`config.mk`:
```
export PLATFORM = sky130hd
export DESIGN_NAME = multicycle_muldiv
export DESIGN_NICKNAME = d
export VERILOG_FILES = /design/src/rtl/multicycle_muldiv_pkg.sv /design/src/rtl/multicycle_muldiv_sign_fixup.sv /design/src/rtl/multicycle_muldiv.sv
export SDC_FILE = /design/constraint.sdc
export NUM_CORES = 1
export LEC_CHECK = 0
export BUFFER_PORTS_ARGS = -buffer_cell sky130_fd_sc_hd__buf_2
export CAP_MARGIN = 20
export CORE_AREA = 2 2 195 197
export DETAILED_ROUTE_END_ITERATION = 10
export DIE_AREA = 0 0 197 199
export PLACE_DENSITY = 0.61
export SLEW_MARGIN = 20
export SYNTH_ARGS = -nofsm -noshare
export SYNTH_HDL_FRONTEND = slang
export SYNTH_SLANG_ARGS = --single-unit
```
`constraint.sdc`:
```
create_clock -name clock -period 9.31 [get_ports clock]
set_clock_uncertainty 0.2 [all_clocks]
set_input_delay 0.931 -clock clock [delete_from_list [all_inputs] [get_ports clock]]
set_output_delay 0.931 -clock clock [all_outputs]
set_load 0.1 [all_outputs]
```
`src/rtl/multicycle_muldiv_pkg.sv`:
```
// Shared definitions for the iterative RV32M multiply/divide unit:
// datapath width, ALU function codes and the FSM state type that core
// control can observe when debugging stalls.
package multicycle_muldiv_pkg;

    localparam int MULDIV_XLEN = 32;

    localparam logic [4:0] ALU_ZERO   = 5'd0;
    localparam logic [4:0] ALU_MUL    = 5'd11;
    localparam logic [4:0] ALU_MULH   = 5'd12;
    localparam logic [4:0] ALU_MULHSU = 5'd13;
    localparam logic [4:0] ALU_MULHU  = 5'd14;
    localparam logic [4:0] ALU_DIV    = 5'd15;
    localparam logic [4:0] ALU_DIVU   = 5'd16;
    localparam logic [4:0] ALU_REM    = 5'd17;
    localparam logic [4:0] ALU_REMU   = 5'd18;

    typedef enum logic [1:0] {
        IDLE   = 2'd0,
        CALC   = 2'd1,
        FINISH = 2'd2
    } muldiv_state_t;

    // True for the four codes that use the restoring divider
    function automatic logic is_div_op(input logic [4:0] f);
        return (f == ALU_DIV) || (f == ALU_DIVU) || (f == ALU_REM) || (f == ALU_REMU);
    endfunction

    // rs1 is treated as two's complement for these codes
    function automatic logic a_is_signed(input logic [4:0] f);
        return (f == ALU_MUL) || (f == ALU_MULH) || (f == ALU_MULHSU) ||
               (f == ALU_DIV) || (f == ALU_REM);
    endfunction

    // rs2 is treated as two's complement for these codes
    function automatic logic b_is_signed(input logic [4:0] f);
        return (f == ALU_MUL) || (f == ALU_MULH) || (f == ALU_DIV) || (f == ALU_REM);
    endfunction

endpackage

```
`src/rtl/multicycle_muldiv_sign_fixup.sv`:
```
// Combinational result stage: turns the unsigned magnitudes left by the
// iteration datapath into the architectural result, applying the sign
// correction and the divide-by-zero / signed-overflow overrides.
module multicycle_muldiv_sign_fixup
    import multicycle_muldiv_pkg::*;
#(
    parameter int XLEN = MULDIV_XLEN
) (
    input  logic [4:0]      func,
    input  logic [XLEN-1:0] hi,
    input  logic [XLEN-1:0] lo,
    input  logic            neg_result,
    input  logic            sign_a,
    input  logic            div_zero,
    input  logic            div_ovf,
    output logic [XLEN-1:0] result
);

    logic [2*XLEN-1:0] product;
    logic [2*XLEN-1:0] product_s;
    logic [XLEN-1:0]   quo_s;
    logic [XLEN-1:0]   rem_s;

    // Signed product/quotient/remainder, then select by function code.
    // A zero divisor leaves the full dividend magnitude in the remainder,
    // so re-signing it with sign_a reproduces operand_a exactly.
    always_comb begin
        product   = {hi, lo};
        product_s = neg_result ? -product : product;
        quo_s     = neg_result ? -lo : lo;
        rem_s     = sign_a ? -hi : hi;
        result    = '0;
        case (func)
            ALU_MUL: begin
                result = product_s[XLEN-1:0];
            end
            ALU_MULH, ALU_MULHSU, ALU_MULHU: begin
                result = product_s[2*XLEN-1:XLEN];
            end
            ALU_DIV, ALU_DIVU: begin
                if (div_zero) begin
                    result = '1;
                end else if (div_ovf) begin
                    result = {1'b1, {(XLEN-1){1'b0}}};
                end else begin
                    result = quo_s;
                end
            end
            ALU_REM, ALU_REMU: begin
                if (div_ovf && !div_zero) begin
                    result = '0;
                end else begin
                    result = rem_s;
                end
            end
            default: begin
                result = '0;
            end
        endcase
    end

endmodule

```
`src/rtl/multicycle_muldiv.sv`:
```
// Iterative RV32M execution unit. Every accepted operation takes a fixed
// XLEN+1 edges after accept, so core control only needs a stall counter.
// The iteration datapath works purely on magnitudes; signs are restored
// by the fixup stage in FINISH.
module multicycle_muldiv
    import multicycle_muldiv_pkg::*;
#(
    parameter int XLEN = MULDIV_XLEN
) (
    input  logic            clock,
    input  logic            reset_n,
    input  logic            start,
    input  logic            abort,
    input  logic [4:0]      alu_function,
    input  logic [XLEN-1:0] operand_a,
    input  logic [XLEN-1:0] operand_b,
    output logic            busy,
    output logic            done,
    output logic [XLEN-1:0] result
);

    localparam int CNT_W = $clog2(XLEN) + 1;

    muldiv_state_t state_q, state_next;

    logic [4:0]      func_q;
    logic            is_div_q;
    logic            sign_a_q;
    logic            neg_q;
    logic            div_zero_q;
    logic            div_ovf_q;
    logic [XLEN-1:0] hi_q;
    logic [XLEN-1:0] lo_q;
    logic [XLEN-1:0] opnd_q;
    logic [CNT_W-1:0] count_q;

    logic            accept;
    logic            finish_write;
    logic            in_sign_a;
    logic            in_sign_b;
    logic            in_is_div;
    logic [XLEN-1:0] in_mag_a;
    logic [XLEN-1:0] in_mag_b;

    logic [XLEN:0]   mul_sum;
    logic [XLEN:0]   div_shift;
    logic [XLEN-1:0] div_diff;
    logic [XLEN-1:0] hi_step;
    logic [XLEN-1:0] lo_step;
    logic [XLEN-1:0] fixup_result;

    assign busy = (state_q != IDLE);

    // State register
    always_ff @(posedge clock or negedge reset_n) begin
        if (!reset_n) begin
            state_q <= IDLE;
        end else begin
            state_q <= state_next;
        end
    end

    // Next-state logic; abort beats everything, including a start in IDLE
    always_comb begin
        state_next   = state_q;
        accept       = 1'b0;
        finish_write = 1'b0;
        case (state_q)
            IDLE: begin
                if (start && !abort) begin
                    state_next = CALC;
                    accept     = 1'b1;
                end
            end
            CALC: begin
                if (abort) begin
                    state_next = IDLE;
                end else if (count_q == CNT_W'(1)) begin
                    state_next = FINISH;
                end
            end
            FINISH: begin
                state_next   = IDLE;
                finish_write = !abort;
            end
            default: begin
                state_next = IDLE;
            end
        endcase
    end

    // Operand decode at accept: sign flags, magnitudes and special cases
    always_comb begin
        in_is_div = is_div_op(alu_function);
        in_sign_a = a_is_signed(alu_function) && operand_a[XLEN-1];
        in_sign_b = b_is_signed(alu_function) && operand_b[XLEN-1];
        in_mag_a  = in_sign_a ? -operand_a : operand_a;
        in_mag_b  = in_sign_b ? -operand_b : operand_b;
    end

    // One radix-2 step: shift-add for multiply, restoring subtract for divide
    always_comb begin
        mul_sum   = {1'b0, hi_q} + (lo_q[0] ? {1'b0, opnd_q} : {(XLEN+1){1'b0}});
        div_shift = {hi_q, lo_q[XLEN-1]};
        div_diff  = div_shift[XLEN-1:0] - opnd_q;
        if (is_div_q) begin
            if (div_shift >= {1'b0, opnd_q}) begin
                hi_step = div_diff;
                lo_step = {lo_q[XLEN-2:0], 1'b1};
            end else begin
                hi_step = div_shift[XLEN-1:0];
                lo_step = {lo_q[XLEN-2:0], 1'b0};
            end
        end else begin
            hi_step = mul_sum[XLEN:1];
            lo_step = {mul_sum[0], lo_q[XLEN-1:1]};
        end
    end

    // Datapath registers: latch at accept, iterate in CALC, publish in FINISH
    always_ff @(posedge clock or negedge reset_n) begin
        if (!reset_n) begin
            func_q     <= '0;
            is_div_q   <= 1'b0;
            sign_a_q   <= 1'b0;
            neg_q      <= 1'b0;
            div_zero_q <= 1'b0;
            div_ovf_q  <= 1'b0;
            hi_q       <= '0;
            lo_q       <= '0;
            opnd_q     <= '0;
            count_q    <= '0;
            done       <= 1'b0;
            result     <= '0;
        end else begin
            done <= 1'b0;
            if (accept) begin
                func_q     <= alu_function;
                is_div_q   <= in_is_div;
                sign_a_q   <= in_sign_a;
                neg_q      <= in_sign_a ^ in_sign_b;
                div_zero_q <= (operand_b == '0);
                div_ovf_q  <= ((alu_function == ALU_DIV) || (alu_function == ALU_REM)) &&
                              (operand_a == {1'b1, {(XLEN-1){1'b0}}}) && (operand_b == '1);
                hi_q       <= '0;
                lo_q       <= in_is_div ? in_mag_a : in_mag_b;
                opnd_q     <= in_is_div ? in_mag_b : in_mag_a;
                count_q    <= CNT_W'(XLEN);
            end else if ((state_q == CALC) && !abort) begin
                hi_q    <= hi_step;
                lo_q    <= lo_step;
                count_q <= count_q - CNT_W'(1);
            end else if (finish_write) begin
                result <= fixup_result;
                done   <= 1'b1;
            end
        end
    end

    multicycle_muldiv_sign_fixup #(
        .XLEN(XLEN)
    ) u_sign_fixup (
        .func      (func_q),
        .hi        (hi_q),
        .lo        (lo_q),
        .neg_result(neg_q),
        .sign_a    (sign_a_q),
        .div_zero  (div_zero_q),
        .div_ovf   (div_ovf_q),
        .result    (fixup_result)
    );

endmodule

```
# After elaboration in Yosys (flattened, before gate mapping)
# Cells that the tools add are included.
totals:
  output_inout_bits: 34
  ff_bits: 147
  wordCells: 107
classes:
  magnitude_cmp: 1
  addsub: 8
  n_eq_ne: 22
  muxes: 32
  n_reduce_logical: 28
  bitwise: 3
ops:
  columns: ["op", "n"]
  rows:
  - ["32-bit two-way mux", 17]
  - ["32-bit negator", 4]
  - ["32-bit case mux with 4 select lines", 1]
  - ["32-bit == test (second input constant)", 2]
  - ["64-bit two-way mux", 1]
  - ["64-bit negator", 1]
  - ["5-bit by 4-bit == test with 1-bit output (second input constant)", 9]
  - ["32-bit by 32-bit adder with 33-bit output", 1]
  - ["33-bit by 32-bit >= comparator with 1-bit output", 1]
  - ["32-bit zero test", 1]
  - ["32-bit subtractor", 1]
  - ["5-bit == test (second input constant)", 6]
  - ["6-bit two-way mux", 2]
  - ["1-bit logical OR", 10]
  - ["1-bit logical AND", 7]
  - ["1-bit two-way mux", 7]
  - ["6-bit by 1-bit == test with 1-bit output (second input constant)", 1]
  - ["2-bit two-way mux", 3]
  - ["6-bit by 1-bit subtractor with 6-bit output (second input constant)", 1]
  - ["2-bit case mux with 2 select lines", 1]
  - ["2-bit nonzero test", 2]
  - ["2-bit OR reduction", 2]
  - ["3-bit != test (second input constant)", 1]
  - ["3-bit AND reduction", 1]
  - ["other kinds (9)", 11]

# Logic depth before layout (Yosys ltp)
# Gate-level depths: netlist of run 1.
depth:
  ltp_word: 9
  mapped_depth: 15
  depth_no_buf: 14

# Hierarchy
# From an unflattened synthesis of run 1, not the netlist that was laid out.
unflattened:
  cells_unflattened: 1998
  hier_area_um2: 15481.1
modules_own_cells:
  columns: ["module", "n_inst", "area_each_um2", "seq_area_each_um2", "cells_each"]
  rows:
  - ["multicycle_muldiv", 1, 12534.5, 3678.5, 1529]
  - ["multicycle_muldiv_sign_fixup", 1, 2946.6, 0.0, 469]

# Worst setup path before layout of run 1
# OpenSTA, ideal clock, no wires.
synth_timing:
  path_type: "input to register"
  startpoint: "input operand_a[8]"
  endpoint: "register lo_q[29]"
  setup_ns: 0.111
  path_slack_ns: 5.106
  arrival_time_ns: 3.893
  cell_stages: 10
  path_cell_list: "or4_4 or3_4 or3_4 or3_1 or3_1 or3_1 o21ai_1 xor2_1 mux2_2 a222oi_1"
synth_between:
  elab_chain_len: 4
synth_rtl:
  columns: ["item", "line", "rtl"]
  rows:
  - ["from (decl)", "multicycle_muldiv.sv:15", "input logic [XLEN-1:0] operand_a,"]
  - ["32-bit negator", "multicycle_muldiv.sv:97", "in_mag_a = in_sign_a ? -operand_a : operand_a;"]
  - ["32-bit two-way mux", "multicycle_muldiv.sv:97", null]
  - ["32-bit two-way mux", "multicycle_muldiv.sv:146", "lo_q <= in_is_div ? in_mag_a : in_mag_b;"]
  - ["32-bit two-way mux", "multicycle_muldiv.sv:137", "if (accept) begin"]
  - ["to (signal assigned)", "multicycle_muldiv.sv:146", null]
  - ["to (signal assigned)", "multicycle_muldiv.sv:151", "lo_q <= lo_step;"]
  - ["to (decl)", "multicycle_muldiv.sv:33", "logic [XLEN-1:0] lo_q;"]
# No other way between the ends.
# A chain may end at the register's enable or synchronous reset.

# Worst setup path after layout of run 1
layout_timing:
  startpoint: "register lo_q[0]"
  endpoint: "register hi_q[29]"
layout_between:
  elab_chain_len: 5
layout_rtl:
  columns: ["item", "line", "rtl"]
  rows:
  - ["32-bit two-way mux", "multicycle_muldiv.sv:103", "mul_sum = {1'b0, hi_q} + (lo_q[0] ? {1'b0, opnd_q} : {(XLEN+1){1'b0}});"]
  - ["32-bit by 32-bit adder with 33-bit output", "multicycle_muldiv.sv:103", null]
  - ["32-bit two-way mux", "multicycle_muldiv.sv:106", "if (is_div_q) begin"]
  - ["32-bit two-way mux", "multicycle_muldiv.sv:149", "end else if ((state_q == CALC) && !abort) begin"]
  - ["32-bit two-way mux", "multicycle_muldiv.sv:137", null]
  - ["to (signal assigned)", "multicycle_muldiv.sv:150", "hi_q <= hi_step;"]
  - ["to (decl)", "multicycle_muldiv.sv:32", "logic [XLEN-1:0] hi_q;"]
# No other way between the ends. The select of a mux whose other input is x is not followed.

==> impl_metrics.env, run 1 <==
export IMPL_slew_headroom_pct=32.8
export IMPL_cp_num_buf_inv=2
export IMPL_numCtsBuffers=17
export IMPL_drt_pass1_iterations=6
export IMPL_drive_above_1_share_pct=10.6
export IMPL_critPathKind="reg -> reg"
export IMPL_fin_crit_sh_pct=50.7
export IMPL_clk_latency_ns=0.45
export IMPL_fin_crit_ns=4.72
export IMPL_status="finished clean"
export IMPL_syn_area_sq_um=14600
export IMPL_wirelength_microns=51600
export IMPL_viasPerCell=6.06
export IMPL_ios=107
export IMPL_yosys_top_cells_area="dfrtp_1, o21ai_0, xor2_1"
export IMPL_overflow=0
export IMPL_cts_resized_gates=0
export IMPL_tightest_slew_ns=1.00
export IMPL_rows=71
export IMPL_synth_top_cell_area_share_pct=25.1
export IMPL_cts_tree="yes"
export IMPL_cp_end_kind="flop"
export IMPL_start_util_pct=39.4
export IMPL_syn_nets=2068
export IMPL_syn_inst=1922
export IMPL_antenna_cells=0
export IMPL_clock_path_buffers=2
export IMPL_crit_chain="inv_1 > buf_4 > nor2_1 > ha_1 > and4_1 > o211ai_1 > a31oi_1 > o21ai_0 > a21oi_1 > a21boi_0 > nor4_1 > nor3_1 > xnor2_1 > a211o_1"
export IMPL_ys_flop_type="dfrtp_1"
export IMPL_antenna_found_initial=0
export IMPL_fin_nets=2082
export IMPL_initialDrtViolationCount=1524
export IMPL_p_per_area_nw_per_um2=305
export IMPL_worstSetupStartpointType="flop"
export IMPL_hold_viol_final=0
export IMPL_fin_util_pct=43.2
export IMPL_p_leak_nw=6.79
export IMPL_synth_seq_area_share_pct=25.1
export IMPL_synth_seq_cells=147
export IMPL_synth_avg_cell_area_sq_um=7.62
export IMPL_min_path_type="reg -> reg"
export IMPL_cp_slowest_cell="a21oi_1"
export IMPL_ir_drop_mv=0.179
export IMPL_area_growth_pct=9.48
export IMPL_vias=14700
export IMPL_die_h_microns=199
export IMPL_track_usage_pct=26.5
export IMPL_cp_max_fo=31
export IMPL_routabilityCongestion=0.945
export IMPL_cts_setup_buffers=0
export IMPL_cap_violations=0
export IMPL_drtAntennaViolNets=0
export IMPL_synth_edf_count=0
export IMPL_wl_per_cell_microns=21.3
export IMPL_die_width_microns=197
export IMPL_cp_arrival_ns=4.85
export IMPL_cts_root_buffer_cell="clkbuf_16"
export IMPL_crit_family="compound AO/OA/AOI/OAI gates"
export IMPL_synth_warnings=0
export IMPL_yosysMostFrequentCell="nand2_1"
export IMPL_max_freq_ghz=0.212
export IMPL_fin_tns_setup_ns=0
export IMPL_synthTopCellsByCount="nand2_1, o21ai_0, nor2_1, dfrtp_1, a21oi_1"
export IMPL_required_ns=9.44
export IMPL_hold_buffers=0
export IMPL_holdWs_ns=0.277
export IMPL_setup_viol=0
export IMPL_async_flop_share_pct=100
export IMPL_portBuffers=106
export IMPL_grt_max_degree=98
export IMPL_rsz0062_at_grt="false"
export IMPL_h_tree_depth=4
export IMPL_die_area_sq_um=39200
export IMPL_synth_distinct_cells=72
export IMPL_hpwl_microns=39300
export IMPL_drc_errors=0
export IMPL_cts_sinks=147
export IMPL_cts_reportedPaths_clkPinSlew_ns=0.07
export IMPL_yosysTopAreaCell="dfrtp_1"
export IMPL_first_global_vias=13600
export IMPL_grt_pass1_wl_microns=79900
export IMPL_core_area_sq_um=37100
export IMPL_finalMaxSlewViolations=0
export IMPL_slowest_delay_ns=0.62
tightest hold or removal path: cells and delay by family, from the launching register on:
kind / cells / cell delay, ns
AND/OR/NAND/NOR: 1 / 0.05
AO/OA/AOI/OAI: 1 / 0.06
flip-flops: 1 / 0.34
per-stage QoR:
| step | instances | instance area, sq um | setup WS, ns | power, W |
|---|---|---|---|---|
| final | 2423 | 16000 | 4.59 | 0.00489 |
| after global routing | 2423 | 16000 | 4.37 | 0.00523 |
| after CTS | 2422 | 16000 | 4.68 | 0.00482 |
| after detailed placement | 2390 | 15500 | 4.70 | 0.00413 |
| after global placement | 2390 | 15500 | 4.79 | 0.00411 |
| after floorplan | 1922 | 14600 | 5.11 | 0.00328 |
power by group:
group          leakage [nW]  switching, W  internal (W)
combinational          4.63       0.00184       0.00120
clock                 0.259      0.000303      0.000369
sequential             1.90      0.000372      0.000806
flip-flops by register name, summed over array words and instances (netlist names), 2 cells and up:
register	count
state_q	2
opnd_q	32
result	32
lo_q	32
hi_q	32
func_q	5
count_q	6
final timing paths:
check                                 from          to  slack (ns)  cells past startpoint
worst max-delay path               lo_q[0]    hi_q[29]        4.59                     14
worst min-delay path            opnd_q[20]  opnd_q[20]        0.28                      2
worst max register to register     lo_q[0]    hi_q[29]        4.59                     14
worst min register to register  opnd_q[20]  opnd_q[20]        0.28                      2
max in group asynchronous          reset_n       neg_q        7.12                      2
min in group asynchronous          reset_n  opnd_q[15]        0.34                      1
cell usage in the layout (no fill, tap or decap), types with 17 or more instances in the layout:
cell	n
xnor2_1	96
nand3_1	27
ha_1	71
nand2_1	240
inv_1	64
dfrtp_1	145
a31oi_1	18
o31ai_1	33
a21oi_1	134
a21o_1	38
o211ai_1	58
clkbuf_16	17
xor2_1	105
nand4_1	21
or3_1	26
o221ai_1	23
mux2i_1	58
o21ai_0	200
buf_4	22
nor3_1	30
buf_2	105
nor2_1	154
layout make-up:
class                   count  area (sq um)
clock buffers              20           437
multi-input cells        1577         10200
fillers                  3809         21100
inverters                  64           240
flip-flops and latches    147          3680
clock inverters            12           109
repair buffers            129           722
well taps                 474           593
metal layers:
metal / track usage (%) / wire length [microns] / part of all wire [%]
met5: 0 / 0 / 0
met4: 11.7 / 2070 / 4.0
met3: 4.09 / 3800 / 7.4
met2: 40.4 / 22400 / 43
met1: 37.0 / 23400 / 45
kinds of logic (layout without fill, tap and decap cells):
| group | count (synthesis) | in the layout | synth area share, % |
|---|---|---|---|
| compound gates | 624 | 624 | 26.9 |
| simple gates | 611 | 611 | 19.7 |
| xor+xnor | 201 | 201 | 12.0 |
| buf+inv | 198 | 225 | 5.11 |
| flops | 147 | 147 | 25.1 |
| fa+ha+maj | 73 | 73 | 6.34 |
| mux | 68 | 68 | 4.74 |
Power figures use the tool's default switching activity.
==> run 2: changes to the inputs <==
==> constraint.sdc (replaced) <==
create_clock -name clock -period 4.8 [get_ports clock]
set_clock_uncertainty 0.2 [all_clocks]
set_input_delay 0.48 -clock clock [delete_from_list [all_inputs] [get_ports clock]]
set_output_delay 0.48 -clock clock [all_outputs]
set_load 0.1 [all_outputs]
==> run 2 against run 1 <==
Against the previous run: sequential share of layout area shrank 0.23 points; global-route usage grew 0.97 points; via count is 0.57% higher; combinational power rose by 100%; sequential cell count is the same; clock-buffer cell count decreased by 3; cell count is 0.70% higher; maximum frequency up 9.3%.
==> impl_metrics.env, run 2 (synthesized netlist as in run 1, its figures left out) <==
export IMPL_place_inst=2407
export IMPL_max_freq_ghz=0.232
export IMPL_cts_sinks=147
export IMPL_final_common_cell="nand2_1"
export IMPL_cp_end_kind="flop"
export IMPL_setup_viol=0
export IMPL_cap_violations=0
export IMPL_critPathKind="reg -> reg"
export IMPL_cts_tree="yes"
export IMPL_portBuffers=106
export IMPL_postPlaceCellArea_sq_um=15600
export IMPL_clock_path_buffers=2
export IMPL_cts_reportedPaths_clkPinSlew_ns=0.08
export IMPL_worstSetupStartpointType="flop"
export IMPL_first_global_vias=13700
export IMPL_start_util_pct=39.4
export IMPL_cp_slowest_cell="a2111oi_0"
export IMPL_tightest_slew_ns=1.04
export IMPL_grt_pass1_wl_microns=82400
export IMPL_r2r_setup_slack_ns=0.48
export IMPL_r2r_start="lo_q[16]"
export IMPL_rows=71
export IMPL_p_per_area_nw_per_um2=600
export IMPL_rsz0062_at_grt="false"
export IMPL_hpwl_microns=41300
export IMPL_r2r_cells=9
export IMPL_crit_chain="or3_1 > or4_1 > or4_1 > or3_1 > nand2b_1 > o221ai_1 > a21oi_1 > a2111oi_0 > o21ai_0"
export IMPL_overflow=0
export IMPL_core_area_sq_um=37100
export IMPL_vias=14800
export IMPL_p_leak_nw=6.90
export IMPL_hold_buffers=1
export IMPL_design_area_sq_um=16200
export IMPL_wirelength_microns=54000
export IMPL_stdcell_count=2440
export IMPL_hold_viol_final=0
export IMPL_die_h_microns=199
export IMPL_fin_nets=2099
export IMPL_initialDrtViolationCount=1670
export IMPL_min_path_type="in -> reg"
export IMPL_antenna_found_initial=1
export IMPL_die_area_sq_um=39200
export IMPL_fin_crit_ns=4.32
export IMPL_h_tree_depth=4
export IMPL_cts_root_buffer_cell="clkbuf_16"
export IMPL_fin_tns_setup_ns=0
export IMPL_cp_max_fo=13
export IMPL_drt_pass1_iterations=6
export IMPL_track_usage_pct=27.5
export IMPL_mostFrequentLayoutCells="nand2_1, o21ai_0, nor2_1, dfrtp_1, a21oi_1"
export IMPL_cts_resized_gates=0
export IMPL_cp_arrival_ns=4.42
export IMPL_cts_setup_buffers=0
export IMPL_holdWs_ns=0.0916
export IMPL_holdCritStartpoint="alu_function[2]"
export IMPL_drive_above_1_share_pct=11.4
export IMPL_ios=107
export IMPL_status="finished clean"
export IMPL_viasPerCell=6.05
export IMPL_routabilityCongestion=0.972
export IMPL_drtAntennaViolNets=0
export IMPL_hold_path_endpoint="func_q[2]"
export IMPL_drc_errors=0
export IMPL_slew_headroom_pct=30.2
export IMPL_numCtsBuffers=17
export IMPL_clk_latency_ns=0.45
export IMPL_fin_crit_sh_pct=89.9
export IMPL_fin_util_pct=43.6
export IMPL_required_ns=4.91
export IMPL_slowest_delay_ns=0.70
export IMPL_ir_drop_mv=0.327
export IMPL_worstReg2RegEnd="result[7]"
export IMPL_hold_depth=3
export IMPL_grt_max_degree=122
export IMPL_die_width_microns=197
export IMPL_wl_per_cell_microns=22.1
export IMPL_antenna_cells=0
export IMPL_finalMaxSlewViolations=0
export IMPL_area_growth_pct=10.6
run 2: worst max-delay path: cells and delay by family, from the launching register on:
family	cells	cell delay [ns]
AND/OR/NAND/NOR	5	2.25
AO/OA/AOI/OAI	4	1.29
flip-flops	1	0.43
run 2: worst max-delay path by stage:
stage / from / endpoint / slack, ns / cells past startpoint
finish: lo_q[16] / result[7] / 0.48 / 9
global route: lo_q[15] / result[7] / 0.24 / 9
CTS: lo_q[16] / result[7] / 0.55 / 9
detailed placement: lo_q[15] / result[7] / 0.56 / 9
global placement: lo_q[15] / result[7] / 0.65 / 9
floorplan: operand_a[8] / lo_q[29] / 1.05 / 10
run 2: stage by stage:
| step | setup slack, ns | power (W) |
|---|---|---|
| floorplan | 1.05 | 0.00636 |
| global placement | 0.648 | 0.00817 |
| detailed placement | 0.564 | 0.00819 |
| CTS | 0.547 | 0.00958 |
| global route | 0.238 | 0.0104 |
| finish | 0.485 | 0.00972 |
run 2: metal layers:
metal  up-vias  routed length [microns]  track usage [%]
li1       7010                        -                -
met1      7063                    25600             40.0
met2       607                    22700             40.7
met3        92                     3510             3.59
met4         2                     2190             11.5
met5         -                       13                0
run 2: report_power, final:
group | total, W | switching [W] | internal [W]
Sequential | 0.00227 | 0.000705 | 0.00156
Clock | 0.00136 | 0.000667 | 0.000689
Combinational | 0.00610 | 0.00371 | 0.00238
run 2: final cells by class:
cell class	instances	area (sq um)
Inverter	64	240
Sequential cell	147	3680
Timing Repair Buffer	146	865
Clock inverter	15	143
Fill cell	3844	20900
Multi-Input combinational cell	1577	10200
Clock buffer	17	425
Tap cell	474	593
